$ cat config.mk
export PLATFORM = sky130hd
export DESIGN_NAME = forward_hazard_unit
export DESIGN_NICKNAME = d
export VERILOG_FILES = /design/src/rtl/forward_hazard_unit.sv
export SDC_FILE = /design/constraint.sdc
export NUM_CORES = 1
export LEC_CHECK = 0
export ABC_AREA = 1
export CORE_ASPECT_RATIO = 0.75
export CORE_MARGIN = 1
export CORE_UTILIZATION = 46
export CTS_BUF_LIST = sky130_fd_sc_hd__clkbuf_16
export DETAILED_ROUTE_END_ITERATION = 8
export PLACE_DENSITY = 0.9
export SYNTH_ARGS = -nofsm -noshare
export SYNTH_HDL_FRONTEND = slang
export SYNTH_SLANG_ARGS = --single-unit
$ cat constraint.sdc
create_clock -name CLK -period 2.7 [get_ports CLK]
set_input_delay 0.81 -clock CLK [delete_from_list [all_inputs] [get_ports CLK]]
set_output_delay 0.81 -clock CLK [all_outputs]
set_load 0.01 [all_outputs]
$ cat src/rtl/forward_hazard_unit.sv
// Decode-stage RAW hazard resolver: picks the youngest forwarding source per operand,
// raises stall on unresolvable hazards, and tracks stall cause, stall statistics and a watchdog.
module forward_hazard_unit #(
  parameter int NSRC          = 2,
  parameter int NSTAGE        = 3,
  parameter int AW            = 5,
  parameter int STALL_TIMEOUT = 64,
  localparam int SELW         = $clog2(NSTAGE + 1)
) (
  input  logic                 CLK,
  input  logic                 RST,
  input  logic                 fwd_en,
  input  logic [NSRC*AW-1:0]   id_rs,
  input  logic [NSRC-1:0]      id_ren,
  input  logic [NSTAGE*AW-1:0] stg_wsel,
  input  logic [NSTAGE-1:0]    stg_wen,
  input  logic [NSTAGE-1:0]    stg_isload,
  input  logic                 dhit,
  output logic [NSRC*SELW-1:0] fwd_sel,
  output logic                 stall,
  output logic [1:0]           stall_cause,
  output logic [31:0]          stall_cycles,
  output logic                 stall_err
);

  typedef enum logic [1:0] {
    CAUSE_NONE    = 2'd0,
    CAUSE_LOADUSE = 2'd1,
    CAUSE_MEMWAIT = 2'd2,
    CAUSE_RAWOFF  = 2'd3
  } cause_e;

  localparam int RUNW = $clog2(STALL_TIMEOUT + 1);

  logic            mem_wait;
  logic [SELW-1:0] young_sel [NSRC];
  logic [NSRC*SELW-1:0] sel_raw;
  logic            hz_loaduse, hz_memwait, hz_rawoff;

  cause_e      stall_cause_d, stall_cause_q;
  logic [31:0] stall_cycles_d, stall_cycles_q;
  logic [RUNW-1:0] run_d, run_q;
  logic        stall_err_d, stall_err_q;

  // A load in MEM only blocks forwarding until the dcache returns its data.
  generate
    if (NSTAGE > 1) begin : g_mem
      assign mem_wait = stg_isload[1] & ~dhit;
    end else begin : g_no_mem
      assign mem_wait = 1'b0;
    end
  endgenerate

  always_comb begin
    // NOTE: every variable written here gets a default first so no latch is inferred.
    hz_loaduse = 1'b0;
    hz_memwait = 1'b0;
    hz_rawoff  = 1'b0;
    sel_raw    = '0;
    for (int i = 0; i < NSRC; i++) begin
      young_sel[i] = '0;
      // Scan oldest to youngest so the youngest match is the one left standing.
      for (int s = NSTAGE - 1; s >= 0; s--) begin
        if (id_ren[i] && stg_wen[s] && (id_rs[i*AW +: AW] != '0) &&
            (id_rs[i*AW +: AW] == stg_wsel[s*AW +: AW])) begin
          young_sel[i] = SELW'(s + 1);
        end
      end
      if (young_sel[i] != '0) begin
        if (!fwd_en)                                        hz_rawoff  = 1'b1;
        else if (young_sel[i] == SELW'(1) && stg_isload[0]) hz_loaduse = 1'b1;
        else if (young_sel[i] == SELW'(2) && mem_wait)      hz_memwait = 1'b1;
        else sel_raw[i*SELW +: SELW] = young_sel[i];
      end
    end
  end

  assign stall   = hz_loaduse | hz_memwait | hz_rawoff;
  assign fwd_sel = stall ? '0 : sel_raw;

  always_comb begin
    stall_cause_d = CAUSE_NONE;
    if (hz_loaduse)      stall_cause_d = CAUSE_LOADUSE;
    else if (hz_memwait) stall_cause_d = CAUSE_MEMWAIT;
    else if (hz_rawoff)  stall_cause_d = CAUSE_RAWOFF;

    stall_cycles_d = stall_cycles_q;
    if (stall && stall_cycles_q != 32'hFFFF_FFFF) stall_cycles_d = stall_cycles_q + 32'd1;

    run_d = '0;
    if (stall) run_d = (run_q == RUNW'(STALL_TIMEOUT)) ? run_q : run_q + 1'b1;

    stall_err_d = stall_err_q | (run_d == RUNW'(STALL_TIMEOUT));
  end

  // NOTE: state registers use non-blocking assignments so all flops update together.
  always_ff @(posedge CLK or posedge RST) begin
    if (RST) begin
      stall_cause_q  <= CAUSE_NONE;
      stall_cycles_q <= '0;
      run_q          <= '0;
      stall_err_q    <= 1'b0;
    end else begin
      stall_cause_q  <= stall_cause_d;
      stall_cycles_q <= stall_cycles_d;
      run_q          <= run_d;
      stall_err_q    <= stall_err_d;
    end
  end

  assign stall_cause  = stall_cause_q;
  assign stall_cycles = stall_cycles_q;
  assign stall_err    = stall_err_q;

endmodule

Yosys cells after proc, flatten, opt, wreduce, memory -nomap -nowiden:

Cells that the tools add are included.

* output and inout port bits: 40
* register bits after elaboration: 42
* input port bits: 37
* logic and storage cells: 89

* multiplexer cells: 38
* add/subtract/negate cells: 2
* equality and inequality tests: 13
* bitwise logic cells: 5
* reduce and logical (&&, ||, !) cells: 27

Operators by type and width (number)
* two-way mux 2 bit: 17
* adder 32 x 1 -> 32 bit, second input constant: 1
* inequality test 32 bit, second input constant: 1
* equality test 5 bit: 6
* logical AND 1 bit: 23
* two-way mux 1 bit: 18
* equality test 7 bit, second input constant: 2
* two-way mux 7 bit: 2
* nonzero test 5 bit: 2
* adder 7 x 1 -> 7 bit, second input constant: 1
* equality test 2 x 1 -> 1 bit, second input constant: 2
* equality test 2 bit, second input constant: 2
* two-way mux 4 bit: 1
* nonzero test 2 bit: 2
* bitwise OR 1 bit: 3
* bitwise AND 1 bit: 1
* inverter 1 bit: 1

Logic depth before layout (Yosys ltp):

* depth after elaboration: 21
* depth in mapped cells: 17
* depth with buffers taken out: 17

Worst setup path after synthesis:

No wires, ideal clock.

* kind: input port to output port
* start: input id_rs[8]
* end: output fwd_sel[2]
* data required time: 1.890 ns
* stages on the path: 10
* slack: -0.152 ns
* arrival: 2.042 ns
* path buffers: 1
* path through: inv_1 nand3_1 nor2_2 nor2_1 nand3_1 nand3_1 o21ai_2 nand3_2 buf_2 a21oi_1

* longest elaborated chain between the ends: 15
* elaborated cells on any way between the ends: 33
* those cells by class: eq/ne (5); mux (16); bitwise (2); reduce/logical (10)

RTL lines
* start: declaration: RTL line 13 `input logic [NSRC*AW-1:0] id_rs,`
* nonzero test 5 bit: RTL line 64 `if (id_ren[i] && stg_wen[s] && (id_rs[i*AW +: AW] != '0) &&`
* logical AND 1 bit (2 in a row): RTL line 64
* two-way mux 2 bit (2 in a row): RTL line 64
* two-way mux 2 bit *: RTL line 64
* equality test 2 bit: RTL line 72 `else if (young_sel[i] == SELW'(2) && mem_wait) hz_memwait = 1'b1;`
* logical AND 1 bit: RTL line 72
* two-way mux 1 bit: RTL line 72
* two-way mux 1 bit: RTL line 71 `else if (young_sel[i] == SELW'(1) && stg_isload[0]) hz_loaduse = 1'b1;`
* two-way mux 1 bit: RTL line 70 `if (!fwd_en) hz_rawoff = 1'b1;`
* two-way mux 1 bit: RTL line 69 `if (young_sel[i] != '0) begin`
* bitwise OR 1 bit: RTL line 78 `assign stall = hz_loaduse | hz_memwait | hz_rawoff;`
* bitwise OR 1 bit *: RTL line 78
* named net stall: RTL line 20 `output logic stall,`
* two-way mux 4 bit *: RTL line 79 `assign fwd_sel = stall ? '0 : sel_raw;`
* end: declaration: RTL line 19 `output logic [NSRC*SELW-1:0] fwd_sel,`

Mark *: on every way through the listed nets, which the timed path passes. The rest lies on a longest branch.

Worst setup path after layout:

* start: input id_rs[7]
* end: output fwd_sel[3]

* longest elaborated chain between the ends: 15
* elaborated cells on any way between the ends: 33
* those cells by class: eq/ne (5); mux (16); bitwise (2); reduce/logical (10)

RTL lines (RTL line)
* nonzero test 5 bit: 64
* logical AND 1 bit (2 in a row): 64
* two-way mux 2 bit (2 in a row): 64
* two-way mux 2 bit *: 64
* equality test 2 bit: 72
* logical AND 1 bit: 72
* two-way mux 1 bit: 72
* two-way mux 1 bit: 71
* two-way mux 1 bit: 70
* two-way mux 1 bit: 69
* bitwise OR 1 bit (2 in a row): 78
* two-way mux 4 bit *: 79

Every way passes the cells marked *; elsewhere a longest branch is shown, timed or not.

==> impl_results.md <==
* Share of the synthesized area in the top cell type at between 30% and 40%
* Fillers at 520
* CP Launch Type: input port
* First-pass detailed-route iteration total at 7
* Starting Density at 49.17%
* Core area at 6538 µm²
* Post-synthesis xor/xnor area fraction at 8.447%
* Hold Path Depth at 2
* Seq pwr share at roughly 39%
* Dpl cell area at 4293 µm²
* Setup CP Type: in2out
* Detailed-route via count at 3815
* Num CTS Buffers at 5
* CP Capture Type: output pin
* Storage cell area at ~1100 µm²
* Post-Syn Nets at 546
* FF-to-FF End: stall_cycles[29]
* Global Route Usage Sum at a little under a third
* Post-CTS Hold Buffers at 0
* Synth Area in Adders at 1.168%
* Antenna cell count at 0
* Vias in the first global route at between 3000 and 4000
* Port Buffers at 75
* Row cnt at 25
* Skew-Pair Late Insertion Delay at 0.29 ns
* Compound-Gate Fraction of Synth Area at 5.177%
* Worst r2r src: stall_cycles[0]
* RSZ-0062 raised after global routing: true
* Root Buffer: clkbuf_16
* Total power at about 2.1 mW
* Hold_sp: stall_err
* Status: complete, but fails checks
* Max clock buf depth at 2
* Avg Synthesized Cell Area at 6.352 µm²
* Psw at 0.7221 mW
* Proportion of synthesized area in mux cells at 0%
* Area of the multi-input gates at around 2100 µm²
* Cell taking the most area after synthesis: dfrtp_1
* Final Hold Viols at 0
* Post-route minimum period at about 3 ns
* Congestion Overflow GR at 0
* Clock Skew at slightly above 0.007 ns
* Maximum Capacitance Violations at 0
* Flop2flop setup slack at roughly 0.40 ns
* Final GP Congestion at just over 1
* Fin nets at approximately 660
* Design area at about 4700 µm²
* Failing checks: design-rule violations, negative setup slack
* Final HPWL DP at a little under 8000 µm
* Fin util at 72.25%
* DR vias/cell at approximately 5.4
* Hold EP: stall_err
* Wire per inst at roughly 16 µm
* P_leak at roughly 2.3 nW
* Area growth, synth to finish at 46.94%
* Sink Count at 42
* Drt first-iter violations at 470
* Dominant cells by area after synthesis: dfrtp_1 33%, nand2_1 23%, inv_1 8.5%, nor2_1 5.7%, xor2_1 4.6%
* Ports at 77
* Slew Viols, Final at 0
* WHS at between 0.4 and 0.5 ns
* CTS tree: done
* Largest family of logic cells by synthesized area: simple AND/OR/NAND/NOR gates
* Pin count of the biggest net entering global routing at 43
* Chip width at 98.53 µm
* Reg clk slew, reported paths at around 0.060 ns
* Worst Path Max Fanout at 3
* Reg2reg path depth at 11
* Sw Share at between 30% and 40%
* Htree depth at 2
* Synth unique cells at 31
* Clock network power share at 28.8%
* Hold/Removal Path Class: reg2reg
* First-pass GRT wire length at between 15000 and 20000 µm
* Crit path arrival time at around 2.3 ns
* Synthesized area at ~3200 µm²
* Die H at 74.40 µm
* DRC at 5
* Relative slew slack at 64.11%
* Comb power frac at between 30% and 40%
* Critical Path RT at approximately 1.9 ns
* Seq/Total Area, Yosys at about a third
* Layout cell share with drive strength beyond 1 at 27.17%
* Internal at approximately 1.4 mW
* Setup violators final at 5
* Peak ir drop on the vdd network at 0.2988 mV
* Setup WS pre-CTS at -1.239 ns
* Worst setup margin at -0.3594 ns
* Final ANT Viol Nets at 0
* Seq cells post-synth at 42
* Power per cell area at between 400 and 500 nW/µm²
* Worst Tran Pin Value at ~0.54 ns
* Warning count from the yosys run at 0
* Die area at 7330 µm²
* Fin crit share at 113.3%
* Gate Count Post-Synth at just over 500
* Total length of routed wires at between 10000 and 15000 µm
* Antenna violations before repair at 0
* Fmax at 326.9 MHz
* Simple-Gate Fraction of Synth Area at approximately two fifths
stage by stage:
step                setup TNS [ns]  instances
floorplan                 -0.07902        506
global placement            -21.00        678
detailed placement          -22.35        678
CTS                         -1.392        700
global route                -2.192        703
finish                      -1.518        703
power groups by stage:
| stage | Sequential (mW) | Clock, mW | Combinational [mW] |
|---|---|---|---|
| 2_1_floorplan | 0.826 | 0 | 0.278 |
| 3_3_place_gp | 0.802 | 0 | 0.601 |
| 3_5_place_dp | 0.809 | 0 | 0.622 |
| 4_1_cts | 0.799 | 0.597 | 0.648 |
| 5_1_grt | 0.816 | 0.625 | 0.734 |
| 6_report | 0.804 | 0.600 | 0.677 |
synthesized netlist by cell type, drive strengths merged:
master / number
a21oi: 6
and2: 1
and3: 1
buf: 7
dfrtp: 42
ha: 3
inv: 77
nand2: 195
nand3: 29
nand3b: 3
nand4: 13
nor2: 52
nor3: 13
nor3b: 1
nor4: 7
o211ai: 2
o21ai: 21
o41ai: 1
or2: 1
xnor2: 14
xor2: 17
cell usage in the layout (no fill, tap or decap), drive strengths merged:
| cell | Yosys | final |
|---|---|---|
| nor4 | 7 | 7 |
| buf | 7 | 70 |
| clkdlybuf4s50 | 0 | 40 |
| o211ai | 2 | 2 |
| o41ai | 1 | 1 |
| or2 | 1 | 1 |
| dfrtp | 42 | 42 |
| nor2 | 52 | 52 |
| xnor2 | 14 | 14 |
| clkinv | 0 | 2 |
| xor2 | 17 | 17 |
| nor3b | 1 | 1 |
| nand3b | 3 | 3 |
| dlygate4sd2 | 0 | 1 |
| and3 | 1 | 1 |
| nor3 | 13 | 13 |
| ha | 3 | 3 |
| clkbuf | 0 | 7 |
| nand3 | 29 | 29 |
| nand2 | 195 | 195 |
| o21ai | 21 | 21 |
| nand4 | 13 | 13 |
| clkdlybuf4s15 | 0 | 2 |
| inv | 77 | 78 |
| and2 | 1 | 1 |
| a21oi | 6 | 6 |
sequential cells by signal, summed over array words and instances, names as in the netlist:
register      cells
stall_cycles     32
stall_err         1
run_q             7
stall_cause       2
worst max-delay path: stages:
cell and delay, ns:
buf_2 0.13, buf_6 0.12, xnor2_2 0.12, nand2_1 0.09, nor2_2 0.12, nand2_2 0.10
inv_2 0.08, nand3_2 0.09, buf_4 0.15, buf_4 0.12, o211ai_1 0.11, nor2_2 0.07
buf_2 0.14
how the worst max path moves through the flow:
stage / start / end / slack, ns / cells after the start
after floorplan: id_rs[8] / fwd_sel[2] / -0.06 / 10
after global placement: id_rs[8] / fwd_sel[0] / -1.18 / 14
after detailed placement: id_rs[5] / fwd_sel[0] / -1.24 / 12
after CTS: id_rs[1] / fwd_sel[0] / -0.35 / 15
after global routing: stg_wsel[7] / fwd_sel[1] / -0.44 / 14
final: id_rs[7] / fwd_sel[3] / -0.36 / 13
logic make-up after synthesis:
kind of cell	Yosys count
adder cells (fa/ha/maj)	3
XOR/XNOR	31
AO/OA/AOI/OAI	30
buffers and inverters	84
flip-flops	42
AND/OR/NAND/NOR	316
area by class of cell:
type | instances | area share (%)
clock inverters | 3 | 0.3709
clock buffers | 5 | 2.649
inverters | 77 | 6.914
well taps | 81 | 2.146
flip-flops and latches | 42 | 22.25
multi-input cells | 380 | 44.05
repair buffers | 115 | 21.62
what timing repair did:
action,CTS,global route
pin swaps,43,31
setup endpoints to repair,38,28
resized for setup,188,54
setup buffers,14,4
metal layers:
metal	part of all wire (%)	global-route usage [%]
met2	46	48.98
met3	8.2	7.425
met4	1.9	10.45
met5	0	0
met1	44	40.26
Note: power is estimated with default switching activity, not from simulation.
==> RTL edit 1: new RTL, same flow settings <==
Register the output `stall_err` once more; this adds one clock of latency there. The other outputs are not delayed to match.
--- a/src/rtl/forward_hazard_unit.sv
+++ b/src/rtl/forward_hazard_unit.sv
@@ -110,7 +110,9 @@
 
   assign stall_cause  = stall_cause_q;
   assign stall_cycles = stall_cycles_q;
-  assign stall_err    = stall_err_q;
+  always_ff @(posedge CLK) begin
+    stall_err <= stall_err_q;
+  end
 
 endmodule
 
Behaviour: no difference found for any inputs over 10 cycles, from zero or initial values and one cycle with RST high; that may be too few to reach the edited logic, so the function may still have changed.
==> RTL edit 1 against the original RTL <==
  * The run ends with negative setup slack left
  * Count of clock-buffer cells in the layout stayed put
  * Area after synthesis is 0.62% higher
  * Combinational power is 3.1% lower
  * Sequential cell count is 1 higher
  * Global-route usage down 3.5 points
  * Sequential share of layout area up 0.67 points
  * Worst setup slack gained 16 ps
  * Final area down 1.1%
  * Power down 0.47%
  * Routed wire length decreased by 9.8%
  * Hold slack worse by 96 ps
  * Sequential power rose by 1%
  * Critical endpoint is now fwd_sel[0]
==> RTL edit 1: results <==
metrics = {
    "setup_path": {
        "worstReg2RegEnd": "stall_cycles[11]",
        "path_max_fanout": 4,
        "cpMaxStageDelayCell": "and2_4",
        "cp.arrival_ps": 2230,
        "crit_start": "id_rs[0]",
        "cpPeakStageDelay_ps": 180,
        "cp_top_family": "simple AND/OR/NAND/NOR gates",
        "r2r_setup_slack_ps": 380,
    },
    "run_status": {
        "failed_checks": "negative setup slack",
        "status": "finished with violations",
    },
    "detailed_routing": {
        "drt-initial-drc-count": 295,
        "wl_met3_um": 679,
        "wl_met2_um": 4452,
        "vias_per_cell": 5.339,
        "wl_met1_um": 4617,
        "routed.top_layer": "met4",
    },
    "synthesis": {
        "syn_avg_cell_area_um2": 6.379,
        "ys_types": 32,
        "synthArstFlopShare_pct": 97.67,
        "syn_nets": 547,
        "synthTopCellsByArea": "dfrtp_1 (32%), nand2_1 (22%), inv_1 (8.5%)",
        "ys_seq_area_share_pct": 33.11,
    },
    "clocking": {
        "cts.clk_slew.worst_paths_ps": 60,
    },
    "place": {
        "numPlacedInstances": 686,
        "gp_congestion": 0.9925,
        "dp_slack_ps": -1185,
        "hpwl_um": 7418,
        "dpl-instance-area_mm2": 0.004334,
    },
    "cells_and_area": {
        "nNetsFinal": 661,
        "syn2layout_area_growth_pct": 44.45,
        "final_layout_size_suffix_gt1_share_pct": 24.28,
    },
    "timing": {
        "finalSetupTns_ps": -1437,
        "skew_ps": 6.719,
        "whs_ps": 368.5,
        "setup_viol_count_final": 5,
        "relSlewSlack_pct": 64.97,
        "setup_ws_ps": -342.9,
    },
    "pwr": {
        "ir_drop_mv": 0.2988,
        "p_leak_nw": 2.322,
    },
    "global_route": {
        "grtUsageMet2_pct": 42.81,
        "met3_usage_pct": 4.921,
        "grtUsageTotal_pct": 26.79,
        "grt_pass1_wl_um": 15660,
        "grt_pass1_vias": 3334,
        "grtUsageMet1_pct": 37.98,
    },
}
[RTL edit 1: layout make-up]
type	instances	area, um2
clock buffer	5	125.1
clock inverter	3	20.02
fill	563	2127
inverter	77	319.1
multi-input combinational	380	2056
sequential	43	1071
tap	84	105.1
timing repair buffer	114	975.9
[RTL edit 1: logic make-up (layout without fill, tap and decap cells)]
group	after synthesis	in the layout	synth area share, %
DFF	43	43	33.11
xor gates and xnor gates	31	31	8.395
AOI/OAI and AO/OA	30	30	5.145
adders and majority gates	3	3	1.161
and+or+nand+nor	316	316	41.43
buffers and inverters	84	199	10.75
[RTL edit 1: repair_timing]
action	CTS	global route
setup buffers	10	4
gates resized for setup	146	65
hold buffers	0	0
setup endpoints to repair	37	15
pin swaps	34	35
[RTL edit 1: worst reg2reg max path: cells and delay by family, from the launching register on]
family	cells	cell delay, ps
AND/OR/NAND/NOR	7	1160
flip-flops	1	450
buffers and inverters	3	360
adder cells (fa/ha/maj)	1	240
[RTL edit 1: power groups by stage]
| stage | sequential, W | clock (W) | combinational, W |
|---|---|---|---|
| after floorplan | 0.000841 | 0 | 0.000278 |
| after global placement | 0.000817 | 0 | 0.000603 |
| after detailed placement | 0.000824 | 0 | 0.000620 |
| after CTS | 0.000813 | 0.000601 | 0.000630 |
| after global routing | 0.000830 | 0.000625 | 0.000717 |
| final | 0.000813 | 0.000602 | 0.000656 |
[RTL edit 1: worst min-delay path by stage]
stage,endpoint,cells past startpoint,from
after detailed placement,stall_err,0,stall_err_q
final,stall_err,0,stall_err_q
after floorplan,stall_err,0,stall_err_q
after CTS,stall_err,0,stall_err_q
after global placement,stall_err,0,stall_err_q
after global routing,stall_err,0,stall_err_q
==> RTL edit 2: new RTL, config.mk and constraints unchanged <==
Without the edit above. The parameter `NSRC` goes from 2 to 4.
--- a/src/rtl/forward_hazard_unit.sv
+++ b/src/rtl/forward_hazard_unit.sv
@@ -1,7 +1,7 @@
 // Decode-stage RAW hazard resolver: picks the youngest forwarding source per operand,
 // raises stall on unresolvable hazards, and tracks stall cause, stall statistics and a watchdog.
 module forward_hazard_unit #(
-  parameter int NSRC          = 2,
+  parameter int NSRC          = 4,
   parameter int NSTAGE        = 3,
   parameter int AW            = 5,
   parameter int STALL_TIMEOUT = 64,
Ports: changed (resized fwd_sel, id_ren and id_rs); port bits go from 77 to 93. The function was not compared with the original's and may differ.
==> RTL edit 2 against the original RTL <==
  * The run ends with negative setup slack left
  * Area after synthesis is 24% higher
  * Via count is 42% higher
  * Routed wire length is 52% higher
  * Synthesized cell count is 32% higher
  * Final area is 32% higher
  * Global-route usage is 4.9 points higher
  * Die area is 23% higher
  * Non-clock buffer count is 55 higher
  * Sequential cell count stayed put
  * Worst setup slack worse by 270 ps
  * Register-to-register slack worse by 370 ps
  * Critical endpoint unchanged
  * Largest cell class unchanged
Power is not compared: it rests on default switching activity, and its combinational part moved more than twofold at a synthesized area within 25%.
==> RTL edit 2: results <==
metrics = {
    "synthesis": {
        "synthMuxAreaShare_pct": 0,
        "synth_compound_area_share_pct": 9.099,
        "ys_seq_area_share_pct": 26.36,
        "syn_inst": 667,
        "synthTopCellsByArea": "dfrtp_1 (26%), nand2_1 (23%), nor2_1 (8.2%)",
        "synthArstFlopShare_pct": 100.0,
        "ys_types": 32,
        "syn_nets": 719,
        "synth-warning-count": 0,
        "synth_common_cells": "nand2_1 (248), nor2_1 (87), inv_1 (83)",
        "synthAdderAreaFrac_pct": 0.9413,
        "synth_xor_area_share_pct": 7.687,
        "synth_flop_cell": "dfrtp_1",
    },
    "setup_path": {
        "cp.arrival_ps": 2520,
        "worstReg2RegEnd": "stall_cycles[4]",
        "ff2ff_path_depth": 11,
        "path_max_fanout": 5,
        "r2r_setup_slack_ps": 30,
        "r2r_start": "stall_cycles[0]",
    },
    "place": {
        "numPortBuffers": 91,
        "dp_slack_ps": -1558,
        "gp_congestion": 1.020,
        "hpwl_um": 11310,
        "dpl-instance-area_mm2": 0.005522,
        "numPlacedInstances": 917,
    },
    "timing": {
        "relSlewSlack_pct": 57.35,
        "setup_viol_count_final": 13,
        "setup_ws_ps": -633.8,
        "whs_ps": 478.2,
        "skew_ps": 9.199,
    },
    "cells_and_area": {
        "final_layout_size_suffix_gt1_share_pct": 34.56,
        "nNetsFinal": 890,
        "n_antenna_cell": 0,
        "largest_reg_flops": 32,
        "fin_cells": 947,
    },
    "clocking": {
        "cts_buffers": 5,
        "root_buffer": "clkbuf_16",
        "clk_latency_ps": 290,
        "ctsHtreeMaxLevel": 2,
        "cts.clk_slew.worst_paths_ps": 60,
        "ctsLongestPathBuffers": 2,
    },
    "global_route": {
        "grt_start_max_net_pins": 43,
        "grt_remaining_overflow": 0,
        "grtUsageTotal_pct": 35.14,
        "grt_pass1_wl_um": 24180,
        "grt_pass1_vias": 4874,
        "antenna_found_initial": 0,
    },
    "detailed_routing": {
        "drt_first_pass_iters": 8,
        "drt-initial-drc-count": 680,
        "vias_per_cell": 5.740,
        "wl_per_cell_um": 17.69,
    },
    "run_status": {
        "failed_checks": "negative setup slack",
        "status": "finished with violations",
    },
    "worst_hold_path": {
        "hp-class": "flop to flop",
        "whs_endpoint": "stall_err",
        "min_path_cells": 2,
    },
    "pwr": {
        "ir_drop_mv": 0.6572,
        "p_leak_nw": 2.994,
    },
}
-- RTL edit 2: cell types whose count changed in the layout (fill, tap and decap cells not counted), moves of 9 or more --
| cell | before | now |
|---|---|---|
| buf_4 | 36 | 67 |
| buf_6 | 11 | 22 |
| inv_2 | 12 | 25 |
| nand2_1 | 166 | 217 |
| nor2_1 | 36 | 56 |
| nor2_2 | 9 | 24 |
| nor3_1 | 11 | 20 |
| o21ai_2 | 2 | 17 |
| xor2_1 | 17 | 28 |
-- RTL edit 2: logic make-up after synthesis --
| kind of cell | Yosys count |
|---|---|
| buffers and inverters | 102 |
| DFF | 42 |
| xor gates and xnor gates | 35 |
| and+or+nand+nor | 427 |
| AOI/OAI and AO/OA | 58 |
| adders and majority gates | 3 |
-- RTL edit 2: worst max-delay path by stage --
stage / cells past startpoint / slack, ps / to / startpoint
finish: 13 / -630 / fwd_sel[3] / id_rs[12]
global route: 15 / -720 / fwd_sel[7] / id_rs[3]
CTS: 14 / -540 / fwd_sel[7] / stg_wsel[3]
detailed placement: 16 / -1560 / fwd_sel[7] / stg_wsel[2]
global placement: 16 / -1500 / fwd_sel[5] / stg_wsel[2]
floorplan: 12 / -230 / fwd_sel[5] / stg_wsel[2]
-- RTL edit 2: through the flow --
step,TNS (ps),power [W]
after floorplan,-1538,0.001533
after global placement,-31970,0.002093
after detailed placement,-35160,0.002138
after CTS,-4403,0.002791
after global routing,-7624,0.003094
final,-5255,0.002942
-- RTL edit 2: where the power goes --
group	internal, W	leakage, nW	switching, W
clock network	0.000348	0.0704	0.000275
registers	0.000764	0.540	0.000165
logic	0.000625	2.38	0.000765
total	0.00174	2.99	0.00121
-- RTL edit 2: what timing repair did --
action                     4_1_cts  5_1_grt
setup buffers                   19        4
gates cloned                     0        3
pin swaps                       71       45
resized for setup              324       71
setup endpoints to repair       44       41
hold endpoints to repair         0        0
-- RTL edit 2: critical path, cell delays in order --
cell     delay [ps]
buf_2           160
xor2_1          150
nor2_1          220
nand3_2         170
nand2_2         120
nor2_4           40
nand2_1          80
nand2_2          80
nor2_4          110
nand3_4         120
buf_6           170
nor3_4          130
buf_2           160
-- RTL edit 2: area by class of cell --
type	count	area [um2]
Clock inverter	3	25.02
Timing Repair Buffer	170	1575
Inverter	96	406.6
Sequential cell	42	1051
Tap cell	108	135.1
Multi-Input combinational cell	523	2903
Fill cell	598	2197
Clock buffer	5	125.1
-- RTL edit 2: layer usage --
layer | GRT usage, % | up-vias | routed length (um)
met5 | 0 | - | 0
met4 | 10.93 | 0 | 601
met3 | 9.105 | 82 | 2130
met2 | 55.16 | 433 | 7420
met1 | 47.26 | 2482 | 6599
li1 | - | 2439 | -
